### src/rtl/parity_pkg.sv
// parity_pkg: shared FSM state type and frame geometry for the parity frame scheduler
package parity_pkg;
  typedef enum logic [1:0] {IDLE, SHIFT, DONE} state_t;
  localparam int DATA_W_DEF = 15;
  localparam int FRAME_W = DATA_W_DEF + 1;
endpackage

### src/rtl/parity_serial_enc.sv
// parity_serial_enc: serial XOR accumulator, cleared on clr and folding din while en
module parity_serial_enc (
  input  logic clk,
  input  logic rst_n,
  input  logic clr,
  input  logic en,
  input  logic din,
  output logic parity
);
  always_ff @(posedge clk or negedge rst_n)
    if (!rst_n) parity <= 1'b0;
    else if (clr) parity <= 1'b0;
    else if (en) parity <= parity ^ din;
endmodule

### src/rtl/parity_frame_sched.sv
// parity_frame_sched: round-robin two-source scheduler feeding a serial parity encoder
module parity_frame_sched
  import parity_pkg::*;
#(
  parameter int DATA_W = DATA_W_DEF,
  parameter bit ODD = 1'b0
) (
  input  logic              clk,
  input  logic              rst_n,
  input  logic              req0_valid,
  input  logic [DATA_W-1:0] req0_data,
  output logic              req0_ready,
  input  logic              req1_valid,
  input  logic [DATA_W-1:0] req1_data,
  output logic              req1_ready,
  output logic              out_valid,
  output logic [DATA_W:0]   out_frame,
  output logic              out_src,
  input  logic              out_ready,
  output logic              busy
);
  localparam int CW = $clog2(DATA_W);
  localparam logic [CW-1:0] LAST = CW'(DATA_W - 1);
  state_t state;
  logic [CW-1:0] cnt;
  logic [DATA_W-1:0] data_q;
  logic src_q, last_grant, pick1, grant, parity;
  // ready is gated by rst_n so it reads 0 while reset is held, even with a valid pending
  assign pick1 = req1_valid && (!req0_valid || !last_grant);
  assign grant = rst_n && state == IDLE && (req0_valid || req1_valid);
  assign req0_ready = grant && !pick1;
  assign req1_ready = grant && pick1;
  assign busy = state != IDLE;
  parity_serial_enc u_enc (
    .clk(clk),
    .rst_n(rst_n),
    .clr(grant),
    .en(state == SHIFT),
    .din(data_q[cnt]),
    .parity(parity)
  );
  // the final data bit is folded in directly so the frame is complete on the first DONE cycle
  always_ff @(posedge clk or negedge rst_n)
    if (!rst_n) begin
      state <= IDLE;
      cnt <= '0;
      data_q <= '0;
      src_q <= 1'b0;
      last_grant <= 1'b1;
      out_valid <= 1'b0;
      out_frame <= '0;
      out_src <= 1'b0;
    end else
      case (state)
        IDLE:
          if (grant) begin
            data_q <= pick1 ? req1_data : req0_data;
            src_q <= pick1;
            last_grant <= pick1;
            cnt <= '0;
            state <= SHIFT;
          end
        SHIFT: begin
          cnt <= cnt + 1'b1;
          if (cnt == LAST) begin
            state <= DONE;
            out_valid <= 1'b1;
            out_frame <= {parity ^ data_q[cnt] ^ ODD, data_q};
            out_src <= src_q;
          end
        end
        DONE:
          if (out_ready) begin
            out_valid <= 1'b0;
            state <= IDLE;
          end
        default: state <= IDLE;
      endcase
endmodule
### config.mk
export PLATFORM = sky130hd
export DESIGN_NAME = parity_frame_sched
export DESIGN_NICKNAME = d
export VERILOG_FILES = /design/src/rtl/parity_pkg.sv /design/src/rtl/parity_serial_enc.sv /design/src/rtl/parity_frame_sched.sv
export SDC_FILE = /design/constraint.sdc
export NUM_CORES = 1
export LEC_CHECK = 0
export BUFFER_PORTS_ARGS = -buffer_cell sky130_fd_sc_hd__buf_2
export CAP_MARGIN = 20
export CORE_MARGIN = 2
export CORE_UTILIZATION = 43
export CTS_CLUSTER_SIZE = 8
export DETAILED_ROUTE_END_ITERATION = 8
export PLACE_DENSITY = 0.79
export SETUP_SLACK_MARGIN = 0.5
export SYNTH_ARGS = -nofsm -noshare
export SYNTH_HDL_FRONTEND = slang
export SYNTH_SLANG_ARGS = --single-unit
### constraint.sdc
create_clock -name clk -period 3.48 [get_ports clk]
set_input_delay 0.522 -clock clk [delete_from_list [all_inputs] [get_ports clk]]
set_output_delay 0.522 -clock clk [all_outputs]
set_load 0.05 [all_outputs]
## Word level (Yosys, flattened, before mapping)

Cells that the tools add are included.

- Output and inout port bits: 21
- Register bits: 42

- Magnitude comparators: 1
- Reduce and logical (&&, ||, !) cells: 20
- Equal/unequal tests: 6
- Mux-type cells: 14
- Add/subtract/negate cells: 1
- Bitwise gates (word level): 1

Operator list:

| operator | number |
|---|---|
| $mux 15 | 1 |
| $pmux 4 s2 | 1 |
| $reduce_bool 2->1 | 4 |
| $mux 2 | 3 |
| $ne 2x2->1 const B | 3 |
| $pmux 2 s3 | 1 |
| $reduce_and 2->1 | 3 |
| $reduce_and 3->1 | 2 |
| $logic_and 1x1->1 | 5 |
| $lt 4x5->1 const B | 1 |
| $mux 1 | 5 |
| $add 4x1->4 const B | 1 |
| $bmux 1 s4 | 1 |
| $eq 4x4->1 const B | 1 |
| $mux 4 | 1 |
| $logic_not 1->1 | 3 |
| $eq 2x1->1 const B | 1 |
| $eq 2x2->1 const B | 1 |
| $logic_not 2->1 | 1 |
| $logic_or 1x1->1 | 2 |
| $pmux 1 s2 | 1 |
| $xor 1x1->1 | 1 |

## Longest topological paths before layout

Gate-level depths: netlist of run 1.

- Depth in word-level cells: 5
- Gate-level depth with buffers: 8
- Mapped depth without buffers: 6

## Hierarchy

Synthesis of run 1 repeated with hierarchy kept, for this count alone.

- Cell total of the unflattened synthesis: 175
- Area, all modules: 1,961.9 um^2

By module, submodules not included:

| module | cells an instance | sequential area each (um^2) | area each (um^2) | instances |
|---|---|---|---|---|
| parity_frame_sched | 171 | 1,027.2 | 1,910.6 | 1 |
| parity_serial_enc | 4 | 25.0 | 51.3 | 1 |

## Least setup slack after synthesis of run 1

Ideal clock, no wire load.

- Path type: flip-flop to output port
- Start point: reg state[0]
- End point: out req0_ready
- Data required time: 2,958 ps
- Path buffers: 2
- Arrival: 2,150 ps
- Cell stages (with the launch flop): 7
- Slack: 808 ps
- Cells stage by stage: dfrtp_1 > or2_2 > nor2_1 > nand2_1 > clkbuf_1 > clkbuf_1 > nor2_1

- Word-level cells in the longest chain between the ends: 4

Ends and longest elaborated chain:

| what | line | source |
|---|---|---|
| from (decl) | parity_frame_sched.sv:24 | `state_t state;` |
| from (signal assigned) | parity_frame_sched.sv:45 | `state <= IDLE;` |
| from (signal assigned) | parity_frame_sched.sv:61 | `state <= SHIFT;` |
| from (signal assigned) | parity_frame_sched.sv:66 | `state <= DONE;` |
| $logic_not 2->1 | parity_frame_sched.sv:30 | `assign grant = rst_n && state == IDLE && (req0_valid \|\| req1_valid);` |
| $logic_and 1x1->1 (2 in a row) | parity_frame_sched.sv:30 |  |
| $logic_and 1x1->1 | parity_frame_sched.sv:31 | `assign req0_ready = grant && !pick1;` |
| to (decl) | parity_frame_sched.sv:12 | `output logic req0_ready,` |

Every way passes these cells.

## Worst setup path in the final report of run 1

- Start point: reg last_grant
- End point: out req1_ready

- Word-level cells in the longest chain between the ends: 4

Ends and longest elaborated chain:

| what | line | source |
|---|---|---|
| from (decl) | parity_frame_sched.sv:27 | `logic src_q, last_grant, pick1, grant, parity;` |
| from (signal assigned) | parity_frame_sched.sv:59 | `last_grant <= pick1;` |
| $logic_not 1->1 | parity_frame_sched.sv:29 | `assign pick1 = req1_valid && (!req0_valid \|\| !last_grant);` |
| $logic_or 1x1->1 | parity_frame_sched.sv:29 |  |
| $logic_and 1x1->1 | parity_frame_sched.sv:29 |  |
| $logic_and 1x1->1 | parity_frame_sched.sv:32 | `assign req1_ready = grant && pick1;` |
| to (decl) | parity_frame_sched.sv:15 | `output logic req1_ready,` |

Every way passes these cells.

==> summary.md, run 1 <==
| Metric | Value |
|---|---|
| Run status | `completed` |
| Largest net degree at the start of global routing | `38` |
| Root buffer cell | `clkbuf_8` |
| Initial antenna violation count | `0` |
| H-tree levels | `2` |
| Die X | `71.27 µm` |
| Startpoint Class | `register` |
| Max rail drop VDD | `0.5191 mV` |
| Commonest non-fill, non-tap cell in the layout | `buf_2` |
| Reg clk slew, reported paths | `70 ps` |
| Drt pass-1 iters | `4` |
| Diode count | `0` |
| DRC | `0` |
| Simple-Gate Fraction of Synth Area | `9.453%` |
| Synthesized area per cell | `11.72 µm²` |
| Initial core utilization | `between 40% and 50%` |
| Final WL | `3718 µm` |
| Vias in the first global route | `1341` |
| Post-synth net total | `203` |
| Synth Instances | `166` |
| Final Hold Fails | `0` |
| Final Worst Setup Slack | `1169 ps` |
| Fmax | `0.4327 GHz` |
| Power Density | `940.6 nW/µm²` |
| Antenna viol nets, final | `0` |
| # setup viols final | `0` |
| Setup TNS | `0 ps` |
| Dpl ws | `1193 ps` |
| Pwr Total | `between 2 and 2.5 mW` |
| RSZ-0062 raised after global routing | `no` |
| Main combinational cell family by area after synthesis | `multiplexers` |
| CP max FO | `9` |
| Ys Warns | `0` |
| Ratio of cells with drive above 1 in the final layout | `40.72%` |
| Post-synthesis adder-cell area fraction | `under 10%` |
| Via count | `between 1000 and 1500` |
| Worst reg2reg path depth | `4` |
| Synth Register Bits | `42` |
| # Max-Cap Violations | `0` |
| Area grow syn2layout | `20.71%` |
| Cts hold-fix bufs | `0` |
| Worst slew margin | `37.62%` |
| Worst EP required | `2960 ps` |
| WS Path Type | `reg2out` |
| Post-DP HPWL | `2660 µm` |
| Most frequent cells in the layout | `55 x buf_2, 41 x dfrtp_1, 22 x nand2_1` |
| Final nets | `between 200 and 300` |
| IO Pins | `56` |
| Final Max Slew Viols | `0` |
| Crit path time final | `between 2000 and 2500 ps` |
| Die area | `5079 µm²` |
| Worst Tran Pin Value | `a little over 900 ps` |
| Input/output buffers | `55` |
| Post-synthesis xor/xnor area fraction | `0.9003%` |
| Total global routing overflow | `0` |
| Sink Count | `42` |
| CTS tree | `yes` |
| Cts repair resizes | `0` |
| Mux share of post-synthesis cell area | `23.15%` |
| GRT Total Usage | `between 15 and 20%` |
| Num rows | `24` |
| Clock tree buffer depth | `2` |
| Core box area | `4354 µm²` |
| WP data arrival | `1790 ps` |
| Routed vias/inst | `5.026` |
| Hold WS | `183.1 ps` |
| DRT iter0 DRCs | `107` |
| Skew-Pair Late Insertion Delay | `290 ps` |
| Leakage power | `1.219 nW` |
| Global-route wire length before repair | `6023 µm` |
| Inserted Clock Buffers | `5` |
| Die H | `71.27 µm` |
| Placer Congestion | `0.7400` |
| Worst Hold Class | `in2async` |
| Fin Clk Skew | `a little over 3 ps` |
| Endpoint class of the critical path | `primary output` |
| Post-CTS Setup Bufs | `0` |
| Sequential element share of the synthesized area | `between 50 and 60%` |
| Final worst-path cycle share | `about 66%` |
| Cell variety after synth | `28` |
| DR WL/cell | `13.62 µm` |
| Compound-Gate Fraction of Synth Area | `8.103%` |
| Mapped Area | `1946 µm²` |
[registers in the layout, summed over array words and instances (netlist names)]
| register | cells |
|---|---|
| src_q | 1 |
| cnt | 4 |
| state | 2 |
| out_frame | 16 |
| out_valid | 1 |
| last_grant | 1 |
| data_q | 15 |
| out_src | 1 |
| u_enc.parity | 1 |
[path summary, 6_finish.rpt]
check	slack [ps]	to	startpoint
max	1170	req1_ready	last_grant
min	180	out_src	rst_n
max reg2reg	1210	out_frame[6]	cnt[1]
min reg2reg	490	src_q	src_q
max in group asynchronous	2640	cnt[0]	rst_n
min in group clk	420	state[1]	out_ready
[metrics by stage]
step / std cells / utilization (%) / cell area [µm²]
6_report: 273 / 53.94 / 2349
3_5_place_dp: 265 / 51.84 / 2257
2_1_floorplan: 166 / - / 1946
5_1_grt: 273 / 53.94 / 2349
4_1_cts: 273 / 53.94 / 2349
3_3_place_gp: 265 / 51.84 / 2257
[critical path, stage by stage (launching register included)]
cell and delay [ps]:
dfstp_2 380, a21boi_2 530, and3_1 310, buf_2 280
[synthesized netlist by cell type]
master / number / area share [%]
mux4_2: 4 / 4.6
ha_1: 2 / 1.3
nor2_2: 1 / 0.32
a21o_1: 2 / 0.77
dfstp_2: 1 / 1.4
o21ai_0: 18 / 4.6
mux2i_1: 18 / 9.3
mux2_2: 16 / 9.3
nand3_1: 4 / 1.0
nand2b_1: 2 / 0.64
nor2_1: 8 / 1.5
and3_1: 1 / 0.32
o211ai_2: 1 / 0.64
nand2_1: 22 / 4.2
a21oi_1: 4 / 1.0
inv_1: 1 / 0.19
or2_2: 1 / 0.32
a21boi_0: 1 / 0.39
a31oi_1: 1 / 0.32
nor2b_1: 1 / 0.32
buf_6: 1 / 0.58
nand4_1: 1 / 0.32
clkbuf_1: 5 / 0.96
dfrtp_1: 41 / 53
xor2_1: 2 / 0.90
nand3b_1: 1 / 0.39
o22ai_1: 1 / 0.32
buf_2: 5 / 1.3
[cell type report]
type	instances	area, µm²
Timing Repair Buffer	58	297.8
Inverter	1	3.754
Clock inverter	1	5.005
Clock buffer	7	86.33
Fill cell	370	2006
Multi-Input combinational cell	112	838.3
Sequential cell	42	1052
Tap cell	52	65.06
[layer usage]
metal / global-route usage (%) / part of all wire [%] / up-vias / wire [µm]
met5: 0 / 0 / - / 0
met4: 7.966 / 2.1 / 0 / 78
met3: 5.204 / 4.4 / 6 / 164
met2: 25.21 / 50 / 32 / 1843
met1: 18.17 / 44 / 648 / 1632
li1: - / - / 686 / -
[logic make-up after synthesis]
family,Yosys count
buffers and inverters,12
and+or+nand+nor,42
DFF,42
adders and majority gates,2
AOI/OAI and AO/OA,28
muxes,38
xor gates and xnor gates,2
[power by group]
part / internal, mW / switching (mW)
Sequential: 0.712 / 0.182
Combinational: 0.368 / 0.630
Clock: 0.160 / 0.156
(Power assumes the default switching activity.)
==> run 2, diff against run 1 <==
==> constraint.sdc (replaced) <==
create_clock -name clk -period 2.2 [get_ports clk]
set_input_delay 0.33 -clock clk [delete_from_list [all_inputs] [get_ports clk]]
set_output_delay 0.33 -clock clk [all_outputs]
set_load 0.05 [all_outputs]
==> summary.md, run 2 (synthesis gave the netlist of run 1 again) <==
| Metric | Value |
|---|---|
| Run status | `completed` |
| Endpoint class of the critical path | `primary output` |
| Total global routing overflow | `0 (unchanged)` |
| Worst Hold Class | `in2async` |
| Crit path max-delay family | `simple AND/OR/NAND/NOR gates` |
| DRT iter0 DRCs | `59 (-45%)` |
| Met1 GRT Util | `22.96% (+4.8 points)` |
| Crit path launch | `state[0]` |
| Inserted Clock Buffers | `5 (unchanged)` |
| H-tree levels | `2 (unchanged)` |
| Placed inst area | `2312 µm² (+2.4%)` |
| Final Worst Setup Slack | `364.0 ps (-805.2 ps)` |
| Fin Clk Skew | `7.713 ps (+4.696 ps)` |
| Die area | `5079 µm² (unchanged)` |
| WP data arrival | `1510 ps (-280 ps)` |
| Vias in the first global route | `1458 (+8.7%)` |
| # Max-Cap Violations | `0 (unchanged)` |
| Commonest non-fill, non-tap cell in the layout | `buf_2` |
| Initial antenna violation count | `0 (unchanged)` |
| Worst reg2reg path depth | `4 (unchanged)` |
| Antenna viol nets, final | `0 (unchanged)` |
| RR Endpoint | `u_enc.parity` |
| Root buffer cell | `clkbuf_8` |
| Most frequent cells in the layout | `53 x buf_2, 39 x dfrtp_1, 20 x nand2_1` |
| Placer Congestion | `0.7956 (+7.5%)` |
| # setup viols final | `0 (unchanged)` |
| DRC | `0 (unchanged)` |
| Num rows | `24 (unchanged)` |
| CTS tree | `yes` |
| Sink Count | `42 (unchanged)` |
| Worst EP required | `1870 ps (-1090 ps)` |
| IO Pins | `56 (unchanged)` |
| Crit path time final | `1836 ps` |
| CP cell instances | `or2_4 -> nor2_4 -> and3_4 -> buf_8` |
| Worst Tran Pin Value | `416.1 ps (-518.6 ps)` |
| Power Density | `1452 nW/µm² (+54%)` |
| Area grow syn2layout | `29.97%` |
| Ratio of cells with drive above 1 in the final layout | `47.66% (+6.9 points)` |
| Hold WS | `149.0 ps (-34.11 ps)` |
| Busiest grt layer | `met2` |
| Worst Setup EP | `req1_ready` |
| Leakage power | `1.294 nW (+6.1%)` |
| Drt pass-1 iters | `4 (unchanged)` |
| WS Path Type | `reg2out` |
| Worst R2R Setup Slack | `470 ps (-740 ps)` |
| Max reg flops | `16 (unchanged)` |
| Core Util, Final | `58.07% (+4.1 points)` |
| Post-DP HPWL | `2988 µm (+12%)` |
| Worst path depth | `4 (+1)` |
| Final worst-path cycle share | `83.46%` |
| RSZ-0062 raised after global routing | `yes` |
| DR WL/cell | `14.59 µm (+7.1%)` |
| Core box area | `4354 µm² (unchanged)` |
| GRT Total Usage | `17.57% (+2.1 points)` |
| Final Max Slew Viols | `0 (unchanged)` |
| Worst slew margin | `72.17% (+35 points)` |
| Slowest-stage cell, CP | `dfrtp_1` |
| Biggest regs | `out_frame: 16 flops, data_q: 15 flops, cnt: 4 flops` |
| Global-route wire length before repair | `6858 µm (+14%)` |
| Routed vias/inst | `5.101 (+1.5%)` |
| Die X | `71.27 µm (unchanged)` |
| Dpl ws | `279.8 ps (-912.8 ps)` |
| Slowest stage delay, CP | `400 ps (-130 ps)` |
| Skew-Pair Late Insertion Delay | `290 ps (about the same)` |
| Fmax | `0.5447 GHz` |
| Reg clk slew, reported paths | `80 ps (about the same)` |
| Biggest register | `out_frame` |
| Worst Path Buf+Inv | `1 (unchanged)` |
| Met3 Resource Use GR | `4.923% (-0.28 points)` |
| Final nets | `271 (+5.4%)` |
| Final WL | `4187 µm (+13%)` |
| Die H | `71.27 µm (unchanged)` |
| Input/output buffers | `55 (unchanged)` |
| Max rail drop VDD | `0.7170 mV (+38%)` |
| Met2 Usage GRT | `28.91% (+3.7 points)` |
| Largest net degree at the start of global routing | `23 (-39%)` |
| Reg-to-reg startpoint | `cnt[0]` |
| Clock tree buffer depth | `2 (unchanged)` |
| Post-route cell area | `2529 µm² (+7.7%)` |
| Setup TNS | `0 ps (unchanged)` |
| Final Hold Fails | `0 (unchanged)` |
| CP max FO | `3 (-6)` |
| Via count | `1464 (+6.7%)` |
| Startpoint Class | `register` |
| Initial core utilization | `44.68% (unchanged)` |
| Diode count | `0 (unchanged)` |
## run 2: changes by cell type in the layout (fill, tap and decap cells not counted), moves of 2 or more
cell     previous run  this run
nor2_4              0         3
buf_2              55        53
dfrtp_2             0         2
buf_4               3        16
dfrtp_1            41        39
nand2_1            22        20
nor2_1              8         6
## run 2: report_power, final
part / internal (mW) / total (mW) / switching, mW
clock: 0.253 / 0.507 / 0.254
combinational: 0.668 / 1.75 / 1.08
sequential: 1.13 / 1.42 / 0.288
total: 2.05 / 3.67 / 1.62
## run 2: what timing repair did
action | in CTS | in global routing
gates resized for setup | 10 | 3
hold buffers | 1 | 0
cloned | 0 | 0
endpoints found under the hold margin | 8 | 0
pin swaps | 3 | 1
endpoints found under the setup margin | 20 | 26
buffers inserted | 6 | 3
## run 2: area by class of cell
type                            instances  area, µm²
Clock buffer                            7      86.33
Clock inverter                          1      5.005
Fill cell                             360       1826
Inverter                                1      3.754
Multi-Input combinational cell        112      892.1
Sequential cell                        42       1055
Tap cell                               52      65.06
Timing Repair Buffer                   72      421.7
## run 2: worst min path at each step
stage / depth (start not counted) / endpoint / slack, ps / from
after floorplan: 0 / cnt[0] / 30 / rst_n
after global placement: 1 / cnt[3] / 220 / rst_n
after detailed placement: 1 / cnt[3] / 220 / rst_n
final: 2 / out_frame[3] / 150 / rst_n
after CTS: 2 / src_q / 140 / rst_n
after global routing: 2 / out_frame[3] / 150 / rst_n
## run 2: worst register-to-register path: cells and delay by family (launching register included)
kind	cells	cell delay [ps]
compound gates	1	70
flops	1	440
mux	2	1030
simple gates	1	80
## run 2: routing by layer
| metal | up-vias | part of all wire (%) |
|---|---|---|
| li1 | 711 | - |
| met1 | 707 | 43 |
| met2 | 44 | 52 |
| met3 | 2 | 4.7 |
| met4 | 0 | 0.41 |
| met5 | - | 0 |
## run 2: metrics by stage
stage               total power, mW  instances
floorplan                     2.690        166
global placement              3.005        269
detailed placement            3.074        269
CTS                           3.651        284
global route                  3.907        287
finish                        3.672        287
